File: src/rtl/mem_burst_reader.sv
// Burst reader: streams NUM_CH lockstep memories as valid/ready beats.
// Output FIFO is credit-managed so downstream backpressure never drops data.
module mem_burst_reader #(
    parameter int DATA_WIDTH = 32,
    parameter int ADDR_WIDTH = 5,
    parameter int MEM_SIZE   = 32,
    parameter int NUM_CH     = 2,
    parameter int FIFO_DEPTH = 4
) (
    input  logic                         clk,
    input  logic                         rst_n,
    input  logic                         start,
    input  logic [ADDR_WIDTH-1:0]        base_addr,
    input  logic [ADDR_WIDTH:0]          length,
    output logic                         busy,
    output logic                         done,
    output logic                         read_en,
    output logic [ADDR_WIDTH-1:0]        read_address,
    input  logic [NUM_CH*DATA_WIDTH-1:0] data_in,
    output logic                         out_valid,
    input  logic                         out_ready,
    output logic [NUM_CH*DATA_WIDTH-1:0] out_data,
    output logic                         out_last
);

    localparam int BW = NUM_CH * DATA_WIDTH;
    localparam int CW = $clog2(FIFO_DEPTH + 1);
    localparam int LW = ADDR_WIDTH + 1;

    localparam logic [LW-1:0]         MAX_LEN   = LW'(MEM_SIZE);
    localparam logic [ADDR_WIDTH-1:0] LAST_ADDR = ADDR_WIDTH'(MEM_SIZE - 1);
    localparam logic [CW:0]           DEPTH_C   = (CW + 1)'(FIFO_DEPTH);

    typedef enum logic [1:0] {
        S_IDLE,
        S_READ,
        S_DRAIN,
        S_DONE
    } state_t;

    state_t                r_state;
    state_t                w_state_nxt;

    logic                  r_read_en;
    logic [ADDR_WIDTH-1:0] r_addr;
    logic [LW-1:0]         r_issued;
    logic [LW-1:0]         r_len;
    logic                  r_rd_last;
    logic                  r_rd_d;
    logic                  r_rd_last_d;
    logic                  r_busy;
    logic                  r_done;

    logic                  w_read_en_nxt;
    logic [ADDR_WIDTH-1:0] w_addr_nxt;
    logic [LW-1:0]         w_issued_nxt;
    logic [LW-1:0]         w_len_nxt;
    logic                  w_rd_last_nxt;

    logic [BW-1:0]         r_q_data [FIFO_DEPTH];
    logic [FIFO_DEPTH-1:0] r_q_last;
    logic [CW-1:0]         r_cnt;
    logic                  r_out_valid;

    logic [BW-1:0]         w_up_data [FIFO_DEPTH];
    logic [FIFO_DEPTH-1:0] w_up_last;
    logic                  w_push;
    logic                  w_pop;
    logic [CW-1:0]         w_cnt_nxt;
    logic [CW-1:0]         w_wr_idx;

    logic [LW-1:0]         w_len_clamp;
    logic [ADDR_WIDTH-1:0] w_addr_inc;
    logic [LW-1:0]         w_issued_inc;
    logic                  w_credit;
    logic                  w_more;
    logic                  w_issue;

    assign w_push    = r_rd_d;
    assign w_pop     = r_out_valid & out_ready;
    assign w_cnt_nxt = r_cnt + CW'(w_push) - CW'(w_pop);
    assign w_wr_idx  = r_cnt - CW'(w_pop);

    assign w_len_clamp  = (length > MAX_LEN) ? MAX_LEN : length;
    assign w_addr_inc   = (r_addr == LAST_ADDR) ? '0 : r_addr + 1'b1;
    assign w_issued_inc = r_issued + 1'b1;
    assign w_more       = r_issued < r_len;
    assign w_credit     = ({1'b0, w_cnt_nxt} + (CW + 1)'(r_read_en)) < DEPTH_C;
    assign w_issue      = (r_state == S_READ) && w_more && w_credit;

    assign busy         = r_busy;
    assign done         = r_done;
    assign read_en      = r_read_en;
    assign read_address = r_addr;
    assign out_valid    = r_out_valid;
    assign out_data     = r_q_data[0];
    assign out_last     = r_q_last[0];

    // FSM state register
    always_ff @(posedge clk or negedge rst_n) begin
        if (!rst_n) r_state <= S_IDLE;
        else        r_state <= w_state_nxt;
    end

    // FSM next-state: leave READ once every address is issued
    always_comb begin
        w_state_nxt = r_state;
        case (r_state)
            S_IDLE: begin
                if (start)
                    w_state_nxt = (w_len_clamp == '0) ? S_DONE : S_READ;
            end
            S_READ: begin
                if (!w_more || (w_issue && (w_issued_inc == r_len)))
                    w_state_nxt = S_DRAIN;
            end
            S_DRAIN: begin
                if (w_pop && r_q_last[0])
                    w_state_nxt = S_DONE;
            end
            S_DONE:  w_state_nxt = S_IDLE;
            default: w_state_nxt = S_IDLE;
        endcase
    end

    // FSM outputs: next read strobe, address and issue bookkeeping
    always_comb begin
        w_read_en_nxt = 1'b0;
        w_addr_nxt    = r_addr;
        w_issued_nxt  = r_issued;
        w_len_nxt     = r_len;
        w_rd_last_nxt = 1'b0;
        if (r_state == S_IDLE && start) begin
            w_len_nxt = w_len_clamp;
            if (w_len_clamp != '0) begin
                w_read_en_nxt = 1'b1;
                w_addr_nxt    = base_addr;
                w_issued_nxt  = LW'(1);
                w_rd_last_nxt = (w_len_clamp == LW'(1));
            end
        end else if (w_issue) begin
            w_read_en_nxt = 1'b1;
            w_addr_nxt    = w_addr_inc;
            w_issued_nxt  = w_issued_inc;
            w_rd_last_nxt = (w_issued_inc == r_len);
        end
    end

    // Registered control outputs and the one-cycle read-data pipeline tag
    always_ff @(posedge clk or negedge rst_n) begin
        if (!rst_n) begin
            r_read_en   <= 1'b0;
            r_addr      <= '0;
            r_issued    <= '0;
            r_len       <= '0;
            r_rd_last   <= 1'b0;
            r_rd_d      <= 1'b0;
            r_rd_last_d <= 1'b0;
            r_busy      <= 1'b0;
            r_done      <= 1'b0;
        end else begin
            r_read_en   <= w_read_en_nxt;
            r_addr      <= w_addr_nxt;
            r_issued    <= w_issued_nxt;
            r_len       <= w_len_nxt;
            r_rd_last   <= w_rd_last_nxt;
            r_rd_d      <= r_read_en;
            r_rd_last_d <= r_read_en & r_rd_last;
            r_busy      <= (w_state_nxt != S_IDLE);
            r_done      <= (w_state_nxt == S_DONE);
        end
    end

    // Shift-down view of the FIFO used when the head is popped
    always_comb begin
        w_up_data = r_q_data;
        for (int i = 0; i < FIFO_DEPTH - 1; i++)
            w_up_data[i] = r_q_data[i + 1];
        w_up_last = {r_q_last[FIFO_DEPTH-1], r_q_last[FIFO_DEPTH-1:1]};
    end

    // Output FIFO: slot 0 is the registered stream head
    always_ff @(posedge clk or negedge rst_n) begin
        if (!rst_n) begin
            r_cnt       <= '0;
            r_out_valid <= 1'b0;
            r_q_last    <= '0;
            for (int i = 0; i < FIFO_DEPTH; i++)
                r_q_data[i] <= '0;
        end else begin
            r_cnt       <= w_cnt_nxt;
            r_out_valid <= (w_cnt_nxt != '0);
            for (int i = 0; i < FIFO_DEPTH; i++) begin
                if (w_push && (w_wr_idx == CW'(i))) begin
                    r_q_data[i] <= data_in;
                    r_q_last[i] <= r_rd_last_d;
                end else if (w_pop) begin
                    r_q_data[i] <= w_up_data[i];
                    r_q_last[i] <= w_up_last[i];
                end
            end
            if (w_cnt_nxt == '0)
                r_q_last[0] <= 1'b0;
        end
    end

endmodule

File: config.mk
export PLATFORM = sky130hd
export DESIGN_NAME = mem_burst_reader
export DESIGN_NICKNAME = d
export VERILOG_FILES = /design/src/rtl/mem_burst_reader.sv
export SDC_FILE = /design/constraint.sdc
export NUM_CORES = 1
export LEC_CHECK = 0
export CAP_MARGIN = 25
export CORE_UTILIZATION = 64
export CTS_CLUSTER_DIAMETER = 30
export DETAILED_ROUTE_END_ITERATION = 16
export DONT_BUFFER_PORTS = 1
export HOLD_SLACK_MARGIN = 0.15
export MAX_ROUTING_LAYER = met4
export PLACE_DENSITY = 0.78
export SETUP_SLACK_MARGIN = 0.1
export SYNTH_ARGS = -nofsm -noshare
export SYNTH_HDL_FRONTEND = slang
export SYNTH_SLANG_ARGS = --single-unit
export TNS_END_PERCENT = 10
File: constraint.sdc
create_clock -name clk -period 3.4 [get_ports clk]
set_input_delay 0.34 -clock clk [delete_from_list [all_inputs] [get_ports clk]]
set_output_delay 0.34 -clock clk [all_outputs]
set_load 0.02 [all_outputs]
# Yosys cells after proc, flatten, opt, wreduce, memory -nomap -nowiden
# Index checks and enable logic that the tools add are counted.
word_totals:
  reg_bits: 289
  in_bits: 79
  output_inout_bits: 74
classes:
  n_eq_ne: 11
  muxes: 32
  add_sub_neg: 6
  n_bitwise: 2
  n_reduce_logical: 24
  magnitude_cmp: 3
op_table:
  columns: ["op", "count"]
  rows:
  - ["$mux 64", 6]
  - ["$mux 6", 4]
  - ["$mux 5", 4]
  - ["$mux 1", 13]
  - ["$reduce_bool 2->1", 5]
  - ["$logic_and 1x1->1", 9]
  - ["$mux 2", 4]
  - ["$pmux 2 s4", 1]
  - ["$add 6x1->6 const B", 1]
  - ["$eq 2x2->1 const B", 3]
  - ["$eq 3x2->1 const B", 2]
  - ["$eq 6x1->1 const B", 1]
  - ["$eq 6x6->1", 1]
  - ["$gt 6x6->1 const B", 1]
  - ["$logic_not 3->1", 2]
  - ["$logic_not 6->1", 1]
  - ["$lt 6x6->1", 1]
  - ["$reduce_bool 3->1", 2]
  - ["$reduce_bool 6->1", 1]
  - ["$sub 3x1->3", 2]
  - ["$add 5x1->5 const B", 1]
  - ["$eq 5x5->1 const B", 1]
  - ["$add 3x1->4", 1]
  - ["$lt 4x3->1 const B", 1]
  - ["9 further kinds", 10]

# Depth between registers and ports, before layout
# Gate-level depths: netlist of the first run.
logic_depth:
  depth_word: 10
  depth_mapped: 14
  ltp_nobuf: 11

# Least setup slack after synthesis of the first run
# Ideal clock, no wire load.
synth_path:
  path_kind: "register to register"
  start: "register r_out_valid, in the netlist out_valid"
  end: "register r_addr[1], in the netlist read_address[1]"
  path_stages_with_launch: 13
  arrival_time_ns: 2.619
  slack_ns: 0.651
  n_path_buf: 3
  setup_ns: 0.129
  path_cell_list: "dfrtp_1 -> and2_1 -> buf_6 -> clkbuf_1 -> nand2b_1 -> inv_1 -> fa_1 -> xnor3_1 -> and4_1 -> and3_1 -> buf_2 -> nor3_1 -> a211oi_1"
synth_between:
  elab_chain_len: 7
synth_lines:
  columns: ["item", "line_no", "text"]
  rows:
  - ["start: declaration", "63", "logic r_out_valid;"]
  - ["start signal: assignment", "192", "r_out_valid <= (w_cnt_nxt != '0);"]
  - ["$and 1x1->1", "80", "assign w_pop = r_out_valid & out_ready;"]
  - ["$sub 3x1->3", "81", "assign w_cnt_nxt = r_cnt + CW'(w_push) - CW'(w_pop);"]
  - ["$add 3x1->4", "88", "assign w_credit = ({1'b0, w_cnt_nxt} + (CW + 1)'(r_read_en)) < DEPTH_C;"]
  - ["$lt 4x3->1", "88", null]
  - ["$logic_and 1x1->1", "89", "assign w_issue = (r_state == S_READ) && w_more && w_credit;"]
  - ["$reduce_bool 2->1 (no source line)", null, null]
  - ["$reduce_and 2->1 (no source line)", null, null]
  - ["end signal: assignment", "163", "r_addr <= w_addr_nxt;"]
  - ["end: declaration", "45", "logic [ADDR_WIDTH-1:0] r_addr;"]
# No other way between the ends.
# A chain may end at the register's enable or synchronous reset.

# Worst setup path after layout of the first run
layout_path:
  start: "register r_out_valid, in the netlist out_valid"
  end: "register r_addr[0], in the netlist read_address[0]"
# Same word-level chain as after synthesis.

==> results of run 1 <==
[cells in the mapped netlist (all sizes together), types with 2 or more instances]
master  count  share of area
ha         12          0.011
a311oi      2         0.0013
nand3       6         0.0023
nand2     400           0.11
a31oi     197          0.093
nor3        5         0.0019
nor2b       2        0.00094
a21oi       7         0.0026
nand4       3         0.0014
o21ai       8         0.0030
or3         3         0.0014
clkbuf     60          0.017
and4        3         0.0020
dfrtp     289           0.54
nor2      206          0.058
nand2b      3         0.0014
and2        3         0.0014
nand3b      6         0.0034
a22o        2         0.0013
inv        14         0.0040
buf       101          0.054
and3        7         0.0033
o211ai      4         0.0023
xnor2      11         0.0087
mux2       65          0.055
[worst register-to-register path, stage by stage (launching register included)]
cell,delay (ps)
dfrtp_1,530
and2_4,250
xnor2_4,130
inv_2,60
ha_1,170
inv_1,70
fa_1,440
nand3b_1,190
and4_1,230
and3_1,200
nor2_1,370
a221o_1,230
[layer usage]
| layer | global-route usage | up-vias | routed length (um) |
|---|---|---|---|
| li1 | - | 4736 | - |
| met1 | 0.3960 | 5032 | 12780 |
| met2 | 0.4572 | 341 | 14170 |
| met3 | 0.05438 | 52 | 1822 |
| met4 | 0.08802 | 0 | 599 |
| met5 | - | - | 0 |
[power groups by stage]
stage                     sequential, mW  combinational (mW)  clock (mW)
after CTS                           6.37                3.75        4.91
final                               6.39                3.74        4.84
after floorplan                     5.70                3.90           0
after global routing                6.57                4.27        5.06
after global placement              6.33                3.40           0
after detailed placement            6.39                3.60           0
[flip-flops by register name, summed over array words and instances (netlist names)]
name,flops
r_len,6
out_valid,1
r_rd_last_d,1
out_data,64
r_rd_last,1
r_rd_d,1
busy,1
read_address,5
r_q_last,4
done,1
r_issued,6
read_en,1
r_state,2
r_q_data,192
r_cnt,3
[worst paths after layout]
kind,start,cells after the start,to
hold reg to reg,r_rd_last,1,r_rd_last_d
min in group clk,length[3],3,r_rd_last
max in group asynchronous,rst_n,0,r_q_data[59]
setup / recovery,out_valid,11,read_address[0]
setup reg to reg,out_valid,11,read_address[0]
hold / removal,rst_n,0,out_data[50]
[cell families (layout without fill, tap and decap cells)]
kind of cell,after synthesis,count (layout),synth area share
buffers and inverters,175,194,0.07508
AND/OR/NAND/NOR,649,649,0.1918
adder cells (fa/ha/maj),13,13,0.01281
flip-flops,289,289,0.5445
AO/OA/AOI/OAI,230,230,0.1097
XOR/XNOR,13,13,0.01102
other,0,3,0
multiplexers,65,65,0.05511
[layout by cell type (no fill, tap or decap), drive strengths merged, types with 8 or more instances in the layout]
master / count
xnor2: 11
nand2: 400
inv: 23
dfrtp: 289
dlygate4sd3: 76
clkinv: 12
o21ai: 8
ha: 12
nor2: 206
clkbuf: 59
mux2: 65
a31oi: 197
buf: 14
[final cells by class]
cell class / count / area (um2)
fill: 1340 / 5039
tap: 270 / 337.8
sequential: 289 / 7232
timing repair buffer: 90 / 903.4
clock inverter: 31 / 299.0
antenna: 3 / 7.507
clock buffer: 59 / 1356
multi-input combinational: 970 / 5072
inverter: 14 / 52.55
==> results.tsv, run 1 <==
stage	metric	value	unit
timing	finalCritPeriodShare	0.8632	
floorplan	rows	52	
power_and_ir_drop	combinationalPowerShare	0.250	
timing	setup_slack	465.2	ps
layout	final_core_util	0.7518	
yosys	syn_nets	1526	
cts	clk_pin_slew	50	ps
global_routing	grt_max_degree	290	
detailed_routing	vias	10160	
setup_path	path_buf_inv	2	
detailed_routing	avgRoutedWirePerCell	17.02	um
detailed_routing	wl	29370	um
timing	final-setup-viol-count	0	
cts	cts_hold_buffers	76	
timing	fin_skew	12.26	ps
setup_path	worst_path_largest_cell_delay	530	ps
floorplan	core	20300	um2
layout	fin_nets	1508	
cts	cts_buffer_depth	3	
power_and_ir_drop	pwr-share-seq	0.427	
setup_path	critical_path_class	flop to flop	
cts	postCtsSetupBuffers	0	
setup_path	r2r_slack	470	ps
floorplan	initial_core_util	0.6543	
global_routing	grt.total_usage	0.2935	
power_and_ir_drop	p_leak	6.964	nW
global_routing	antenna_found_initial	2	
timing	fmax	340.7	MHz
timing	holdWs	-494.9	ps
yosys	synth_seq_area_share	0.5445	
cts	cts_tree	yes	
run_status	outcome	finished, violations left	
timing	relSlewSlack	0.4088	
power_and_ir_drop	vdd_drop_max	0.5443	mV
timing	finalHoldViolCount	289	
detailed_routing	drtIter0Drc	746	
setup_path	critPathRequiredTime	3860	ps
power_and_ir_drop	p_per_area	981.5	nW/um2
yosys	syn_area_per_cell	9.262	um2
placed_design	placedCellCount	1557	
placed_design	io_buffers	0	
setup_path	crit_path_end_kind	flop	
floorplan	die_x	146.1	um
detailed_routing	dr.pass1.iters	5	
timing	maxSlewViolCount	0	
run	drv_cap	0	
yosys	ys_warn_count	0	
yosys	synth_async_sr_flop_share	1.000	
power_and_ir_drop	total_power	14.98	mW
yosys	synth_seq_cells	289	
worst_hold_path	hp-class	primary input to asynchronous set/reset pin	
layout	final_cell_area	15260	um2
floorplan	die_y	146.1	um
global_routing	grt_pass1_vias	10090	
yosys	syn_inst	1434	
placed_design	placed_cell_area	12840	um2
setup_path	crit_path_max_fanout	6	
placed_design	gp_congestion	0.8013	
timing	rsz0062_at_grt	false	
floorplan	die-area	21330	um2
yosys	synth_edf_count	0	
layout	drive_gt1_frac	0.1184	
yosys	synth_cell_types	45	
power_and_ir_drop	swShare	0.3457	
power_and_ir_drop	switching_power	5.178	mW
global_routing	overflow	0	
setup_path	crit_slowest_cell	dfrtp_1	
global_routing	grt_pass1_wl	50100	um
setup_path	cp.arrival	3400	ps
cts	clock-root-buffer	clkbuf_16	
timing	fin_crit	2935	ps
power_and_ir_drop	intPower	9.800	mW
run_status	violations	negative hold slack	
placed_design	dp_slack	451.0	ps
detailed_routing	drc	0	
cts	post_cts_resized	0	
setup_path	crit_path_cell_trace	and2_4 -> xnor2_4 -> inv_2 -> ha_1 -> inv_1 -> fa_1 -> nand3b_1 -> and4_1 -> and3_1 -> nor2_1 -> a221o_1	
timing	worst_pin_slew	886.8	ps
setup_path	cp_top_family	simple AND/OR/NAND/NOR gates	
power_and_ir_drop	clockPowerShare	0.323	
detailed_routing	ant_nets	0	
cts	clk_latency	540	ps
layout	fin_cells	1726	
cts	cts_inserted_buffers	51	
cts	htree_levels	2	
detailed_routing	viasPerCell	5.887	
yosys	synth_flop_cell	dfrtp_1	
floorplan	io_pins	153	
cts	cts_sinks	289	
yosys	synth_area	13280	um2
setup_path	critPathLaunchType	flop	
layout	area_growth	14.90	%
timing	fin_setup_tns	0	ps
placed_design	hpwl	15710	um
Note: power is estimated with default switching activity, not from simulation.
==> run 2, diff against run 1 <==
Settings changed: CTS_CLUSTER_DIAMETER 30 to 40, REMOVE_ABC_BUFFERS from default to 1.
==> run 2 against run 1 <==
Compared with the run above: the run still ends with negative hold slack left; global-route usage fell by 0.54 points; routed wire length fell by 2.2%; final cell count fell by 1.7%; clock power fell by 11%; fmax fell by 5.3%; worst hold slack improved by 29 ps; final area fell by 2.0%; sequential cell count did not move; largest power group unchanged.
==> results.tsv, run 2 (synthesized netlist as in run 1, its figures left out) <==
stage	metric	value	unit	change
layout	layout_commonest_cell	nand2_1		
layout	area_growth	12.66	%	
cts	cts_sinks	289		unchanged
placed_design	hpwl	15140	um	-3.6%
cts	cts_tree	yes		
timing	final-setup-viol-count	0		unchanged
setup_path	cp.arrival	3480	ps	+80 ps
timing	fin_skew	17.26	ps	+4.998 ps
floorplan	core	20300	um2	unchanged
power_and_ir_drop	vdd_drop_max	0.7555	mV	+39%
timing	finalHoldViolCount	289		unchanged
layout	mostFrequentLayoutCells	nand2_1, dfrtp_1, nor2_1		
setup_path	critical_path_class	flop to flop		
timing	worst_pin_slew	1053	ps	+166.7 ps
timing	fmax	322.8	MHz	-5.3%
cts	cts_hold_buffers	75		-1.3%
cts	clk_pin_slew	60	ps	about the same
cts	htree_levels	2		unchanged
floorplan	die_x	146.1	um	unchanged
detailed_routing	ant_nets	0		unchanged
layout	drive_gt1_frac	0.1011		-0.01732
detailed_routing	vias	10090		-0.72%
cts	clk_latency	510	ps	-30 ps
placed_design	io_buffers	0		unchanged
floorplan	die_y	146.1	um	unchanged
run_status	outcome	finished, violations left		
global_routing	grt_max_degree	290		unchanged
global_routing	antenna_found_initial	1		-1
power_and_ir_drop	p_per_area	967.3	nW/um2	-1.4%
detailed_routing	viasPerCell	5.948		+1.0%
timing	holdWs	-465.8	ps	+29.04 ps
cts	clock-root-buffer	clkbuf_16		
cts	cts_buffer_depth	3		unchanged
layout	fin_nets	1489		-1.3%
detailed_routing	drtIter0Drc	867		+16%
timing	fin_crit	3098	ps	+163.4 ps
cts	cts_inserted_buffers	38		-25%
timing	setup_slack	301.8	ps	-163.4 ps
cts	postCtsSetupBuffers	0		unchanged
floorplan	die-area	21330	um2	unchanged
detailed_routing	drc	0		unchanged
layout	largest-register	r_q_data		
layout	largest_reg_flops	192		unchanged
placed_design	dp_slack	302.7	ps	-148.3 ps
timing	finalCritPeriodShare	0.9112		+0.04805
run_status	violations	negative hold slack		
setup_path	crit_path_end_kind	flop		
timing	rsz0062_at_grt	false		
cts	post_cts_resized	0		unchanged
setup_path	crit_path_max_fanout	12		+6
global_routing	grt_pass1_wl	49210	um	-1.8%
timing	relSlewSlack	0.2977		-0.1111
global_routing	grt.total_usage	0.2881		-0.005382
global_routing	overflow	0		unchanged
global_routing	grt_pass1_vias	9934		-1.5%
detailed_routing	avgRoutedWirePerCell	16.93	um	-0.50%
floorplan	io_pins	153		unchanged
run	drv_cap	0		unchanged
power_and_ir_drop	p_leak	6.815	nW	-2.1%
timing	fin_setup_tns	0	ps	unchanged
floorplan	rows	52		unchanged
setup_path	critPathRequiredTime	3780	ps	-80 ps
detailed_routing	wl	28720	um	-2.2%
timing	maxSlewViolCount	0		unchanged
detailed_routing	dr.pass1.iters	5		unchanged
floorplan	initial_core_util	0.6543		unchanged
placed_design	gp_congestion	0.8377		+4.5%
setup_path	critPathLaunchType	flop		
worst_hold_path	hp-class	primary input to asynchronous set/reset pin		
[run 2: changes by cell type in the layout (fill, tap and decap cells not counted), moves of 2 or more]
cell	previous run	this run
clkbuf_16	51	39
buf_4	11	4
bufinv_16	3	8
inv_6	8	3
clkinv_2	8	4
clkinv_4	4	1
clkinvlp_4	7	4
buf_12	3	5
diode_2	3	1
[run 2: power by group]
group,switching (mW),internal [mW],total (mW)
sequential,1.42,5.00,6.42
clock,1.49,2.82,4.31
combinational,2.04,1.70,3.74
[run 2: worst paths after layout]
path                           start         endpoint  slack, ps  cells past startpoint
max                        out_valid  read_address[0]        300                     11
min                            rst_n     out_data[26]       -470                      0
max reg2reg                out_valid  read_address[0]        300                     11
min reg2reg                r_rd_last      r_rd_last_d        450                      1
max in group asynchronous      rst_n     r_q_data[85]       3250                      0
min in group clk           length[3]        r_rd_last        200                      3
[run 2: metal layers]
metal | part of all wire | global-route usage
met3 | 0.063 | 0.05375
met2 | 0.49 | 0.4531
met4 | 0.022 | 0.08125
met5 | 0 | -
met1 | 0.43 | 0.3866
[run 2: critical path, cell delays in order, from the launching register on]
cell and delay, ps:
dfrtp_1 490, and2_4 240, xnor2_4 130, inv_2 70, ha_1 150, inv_1 50
fa_1 380, xnor3_1 330, and4_1 210, and3_1 410, nor2_1 200, a221o_1 330
[run 2: per-stage QoR]
| stage | power (mW) | instances | instance area (um2) | utilization |
|---|---|---|---|---|
| 3_3_place_gp | 9.783 | 1552 | 12820 | 0.6318 |
| 4_1_cts | 14.51 | 1695 | 14960 | 0.7370 |
| 2_1_floorplan | 9.202 | 1273 | 12340 | - |
| 6_report | 14.47 | 1696 | 14960 | 0.7371 |
| 3_5_place_dp | 10.03 | 1552 | 12820 | 0.6318 |
| 5_1_grt | 15.37 | 1696 | 14960 | 0.7371 |
[run 2: area by class of cell]
cell class              instances  area [um2]
flip-flops and latches        289        7232
fillers                      1387        5336
multi-input cells             970        5072
clock buffers                  48        1060
repair buffers                 84       880.8
well taps                     270       337.8
clock inverters                20       325.3
inverters                      14       52.55
diodes                          1       2.502
==> patch 1: new RTL, flow settings as in run 1 <==
Set the parameter `NUM_CH` to 4 (it was 2).
--- a/src/rtl/mem_burst_reader.sv
+++ b/src/rtl/mem_burst_reader.sv
@@ -5,5 +5,5 @@
     parameter int ADDR_WIDTH = 5,
     parameter int MEM_SIZE   = 32,
-    parameter int NUM_CH     = 2,
+    parameter int NUM_CH     = 4,
     parameter int FIFO_DEPTH = 4
 ) (
Ports: changed (resized data_in and out_data); port bits go from 153 to 281. No check against the original RTL was run, so the function may have changed too.
==> patch 1 against run 1 <==
  * The run ends with negative hold slack, max-slew violations left
  * First-iteration DRC count grew to 2.8 times the old value
  * Sequential cell count grew 256
  * Area after synthesis grew 86%
  * Non-clock buffer count grew 70
  * Worst setup slack lost 0.26 ns
  * Sequential share of layout area grew 0.12 points
  * Synthesized cell count grew 87%
  * Worst hold slack lost 0.091 ns
  * Power grew 12%
  * Cell area grew 88%
  * Largest power group is now the clock network
  * Critical path depth shrank 1
  * Utilization grew 0.68 points
  * Routed wire length grew 110%
  * Final cell count grew 87%
==> patch 1: results (changes against run 1) <==
- The CTS H-tree depth was 3 (+1).
- Max FFs per register: 384 (+100%)
* Fill cell total of the finished layout: 2314 (+73%)
* Antenna violations before repair: 8 (+6)
* Wire length of the first global-routing pass: 98700 um (+97%)
* Comb_multi_in: 1807 (+86%)
- The proportion of final cell area spent on non-clock buffers was 5.97% (+0.051 points).
- The delay of the slowest critical-path stage came to 0.44 ns (-0.09 ns).
- The hold buffer count at CTS is 140 (+84%).
- Routed vias/inst: 6.10 (+3.6%)
- Final routed wire length divided by cell count: 18.8 um (+11%)
- Run status: finished, violations left
* Worst hold slack after final layout: -0.586 ns (-0.0907 ns)
- Cells on worst reg2reg path: 10 (-1)
- The hold violation total from the final report is 420 (+45%).
- The ratio of cells with drive above 1 in the final layout came to 12.4% (+0.60 points).
* Fin nets: 2784 (+85%)
* Power Density: 582 nW/um^2 (-41%)
- Tot GR Track Use: 32.1% (+2.7 points)
- Worst IR Drop VDD: 0.000516 V (-5.3%)
- The share of the synthesized netlist area taken by xor and xnor gates was 0.558% (-0.54 points).
- The compound-cell area share of the yosys netlist is 10.8% (-0.19 points).
* Fraction of power consumed by combinational cells: 1.3% (-24 points)
* Cell with the largest stage delay on the worst path: sky130_fd_sc_hd__nor2_1
* Count of non-CTS buffers in the layout: 160 (+78%)
* TritonCTS Buffers: 100 (+96%)
- The final number of max-transition violations was 476 (+476).
* Register cell area after layout: 13600 sq um (+89%)
- Terminus of the critical flop-to-flop path: r_q_data[270]$_DFFE_PN0P_
- The pin count of the biggest net entering global routing came to 546 (+88%).
* Synth cell count leaders: 787 x sky130_fd_sc_hd__nand2_1, 545 x sky130_fd_sc_hd__dfrtp_1, 399 x sky130_fd_sc_hd__nor2_1
- The headroom to the max-slew limit came to -76.9% (-120 points).
- Violations in the final reports: negative hold slack, max-slew violations
- Insertion delay of the later-clocked pin in the worst-skew pair: 0.63 ns (+0.09 ns)
==> patch 1: cell count changes after synthesis, moves of 34 or more <==
cell,delta
sky130_fd_sc_hd__mux2_2,+64
sky130_fd_sc_hd__buf_4,+65
sky130_fd_sc_hd__dfrtp_1,+256
sky130_fd_sc_hd__nand2_1,+387
sky130_fd_sc_hd__nor2_1,+193
sky130_fd_sc_hd__clkbuf_1,+55
sky130_fd_sc_hd__buf_2,+34
sky130_fd_sc_hd__a31oi_1,+192
==> patch 1: worst max-delay path by stage <==
stage               cells past startpoint  slack [ns]                     endpoint
CTS                                    11        0.31  read_address[0]$_DFFE_PN0P_
detailed placement                     11        0.32  read_address[0]$_DFFE_PN0P_
global placement                       11        0.42  read_address[0]$_DFFE_PN0P_
global route                           11        0.14  read_address[0]$_DFFE_PN0P_
finish                                 10        0.20    r_q_data[270]$_DFFE_PN0P_
floorplan                              11        0.38  read_address[0]$_DFFE_PN0P_
==> patch 1: per-stage QoR <==
| step | setup slack (ns) | util [%] | instance area, sq um | hold WS, ns | cells |
|---|---|---|---|---|---|
| global placement | 0.420 | 63.0 | 23800 | 0.0539 | 2897 |
| detailed placement | 0.321 | 63.0 | 23800 | 0.0545 | 2897 |
| global route | 0.142 | 75.9 | 28700 | -0.617 | 3228 |
| finish | 0.203 | 75.9 | 28700 | -0.586 | 3229 |
| floorplan | 0.376 | - | 24700 | 0.0444 | 2683 |
| CTS | 0.307 | 75.8 | 28700 | -0.609 | 3220 |
==> patch 1: metal layers <==
layer	track usage (%)	up-vias	part of all wire, %	routed length (um)
li1	-	8794	-	-
met1	39.6	9855	40	24200
met2	50.9	888	49	30000
met3	7.65	164	7.7	4690
met4	13.0	0	3.1	1860
met5	-	-	0	0
==> patch 2: new RTL, config.mk and constraints of run 1 <==
Made on the original files. Encoding of `state_t`: now one-hot (4 bits for 4 states).
--- a/src/rtl/mem_burst_reader.sv
+++ b/src/rtl/mem_burst_reader.sv
@@ -32,9 +32,9 @@
     localparam logic [CW:0]           DEPTH_C   = (CW + 1)'(FIFO_DEPTH);
 
-    typedef enum logic [1:0] {
-        S_IDLE,
-        S_READ,
-        S_DRAIN,
-        S_DONE
+    typedef enum logic [3:0] {
+        S_IDLE  = 4'b0001,
+        S_READ  = 4'b0010,
+        S_DRAIN = 4'b0100,
+        S_DONE  = 4'b1000
     } state_t;
 
Formal check against the unedited RTL: no difference found for any inputs over 4 cycles, from zero or initial values and one cycle with rst_n low; so few cycles prove little.
==> patch 2 against run 1 <==
  * The run still ends with negative hold slack left
  * Synthesized cell count rose by 0.91%
  * Via count grew 0.13%
  * Sequential power is 2% higher
  * Routed wire length up 0.18%
  * First-iteration DRC count is 8.7% lower
  * Maximum frequency is 1.5% lower
  * Utilization grew 1.3 points
  * Worst setup slack worse by 0.046 ns
  * Area after synthesis rose by 0.95%
  * Clock skew decreased by 0.00052 ns
  * Cell area increased by 2.1%
  * Sequential cell count increased by 2
  * Power up 3.4%
  * Critical path type unchanged
  * Largest cell class unchanged
  * Highest routed layer unchanged
==> patch 2: results (changes against run 1) <==
- Static leakage: 7.08 nW (+1.6%)
- Distinct cell type count of the synthesized netlist: 47 (+4.4%)
- Max Fanout on Critical Path: 8 (+2)
* Register cell area after layout: 7280 sq um (+0.71%)
* Met3 Wirelength: 1840 um (+0.88%)
- The met2 usage came to 44.5% (-1.2 points).
- Fraction of met3 tracks used by global routing: 5.47% (+0.028 points)
* Hold_buf cts: 75 (-1.3%)
- Comb_multi_in: 979 (+0.93%)
* Clock network area share: 11.9% (+1.1 points)
* Number of nets produced by synthesis: 1539 (+0.85%)
- The detailed-route wire length on metal 1 came to 12900 um (+0.81%).
- Seq pwr share: 42.2% (-0.5 points)
- Non-clock inverters: 16 (+2)
- Post-placement setup slack: 0.396 ns (-0.0546 ns)
- Cells on worst reg2reg path: 12 (+1)
* Violations in the final reports: negative hold slack
- The post-synthesis mux area share is 5.87% (+0.36 points).
- Counting instances in the post-synthesis netlist gives the leading cell types as 405 x sky130_fd_sc_hd__nand2_1, 290 x sky130_fd_sc_hd__dfrtp_1, 202 x sky130_fd_sc_hd__nor2_1.
* # placed instances: 1566 (+0.58%)
- The vias per cell is 5.86 (-0.51%).
* Placed standard-cell area: 13000 sq um (+1.0%)
- The multi-input gate share of total cell area came to 33.0% (-0.20 points).
* Synthesized instance count: 1447 (+0.91%)
* Final number of hold-violating endpoints: 290 (+0.35%)
- Fill cell total of the finished layout: 1275 (-4.9%)
* Run status: finished, violations left
- Met1 layer usage reported by global route: 40.3% (+0.73 points)
- The total routed wirelength is 29400 um (+0.18%).
* Terminus of the critical flop-to-flop path: read_address[3]$_DFFE_PN0P_
* Count of non-CTS buffers in the layout: 85 (-5.6%)
- Final Instance Area: 15600 sq um (+2.1%)
- The number of violations reported at the end of detailed-routing iteration 0 came to 681 (-8.7%).
- Worst setup skew after layout: 0.0117 ns (-0.000525 ns)
- Share of the yosys chip area belonging to registers: 54.3% (-0.13 points)
* Share of final-layout standard cells stronger than drive strength 1: 12.6% (+0.78 points)
- The share of synthesized cell area in full adder, half adder and majority cells was 1.27% (-0.012 points).
- The number of antenna violations at the first check in global routing was 1 (-1).
- The post-route worst hold slack came to -0.490 ns (+0.00469 ns).
- The measured slew at the worst slew-check pin is 1.01 ns (+0.122 ns).
- The placer congestion estimate is 0.875 (+9.2%).
* Tot GR Track Use: 29.3% (-0.057 points)
* Wire length of the first global-routing pass: 50100 um (about the same)
- Part of the power in the clock network: 35.1% (+2.8 points)
[patch 2: worst max-delay path by stage]
stage	endpoint	start	cells after the start	slack, ns
floorplan	read_address[0]$_DFFE_PN0P_	out_valid$_DFF_PN0_	12	0.50
CTS	read_address[3]$_DFFE_PN0P_	out_valid$_DFF_PN0_	12	0.41
global route	read_address[3]$_DFFE_PN0P_	out_valid$_DFF_PN0_	12	0.25
global placement	read_address[4]$_DFFE_PN0P_	out_valid$_DFF_PN0_	12	0.46
detailed placement	read_address[3]$_DFFE_PN0P_	out_valid$_DFF_PN0_	12	0.40
finish	read_address[3]$_DFFE_PN0P_	out_valid$_DFF_PN0_	12	0.42
[patch 2: cell families after synthesis]
logic type / Yosys count
and+or+nand+nor: 654
xor gates and xnor gates: 14
adders and majority gates: 13
DFF: 291
buffers and inverters: 177
muxes: 70
AOI/OAI and AO/OA: 228
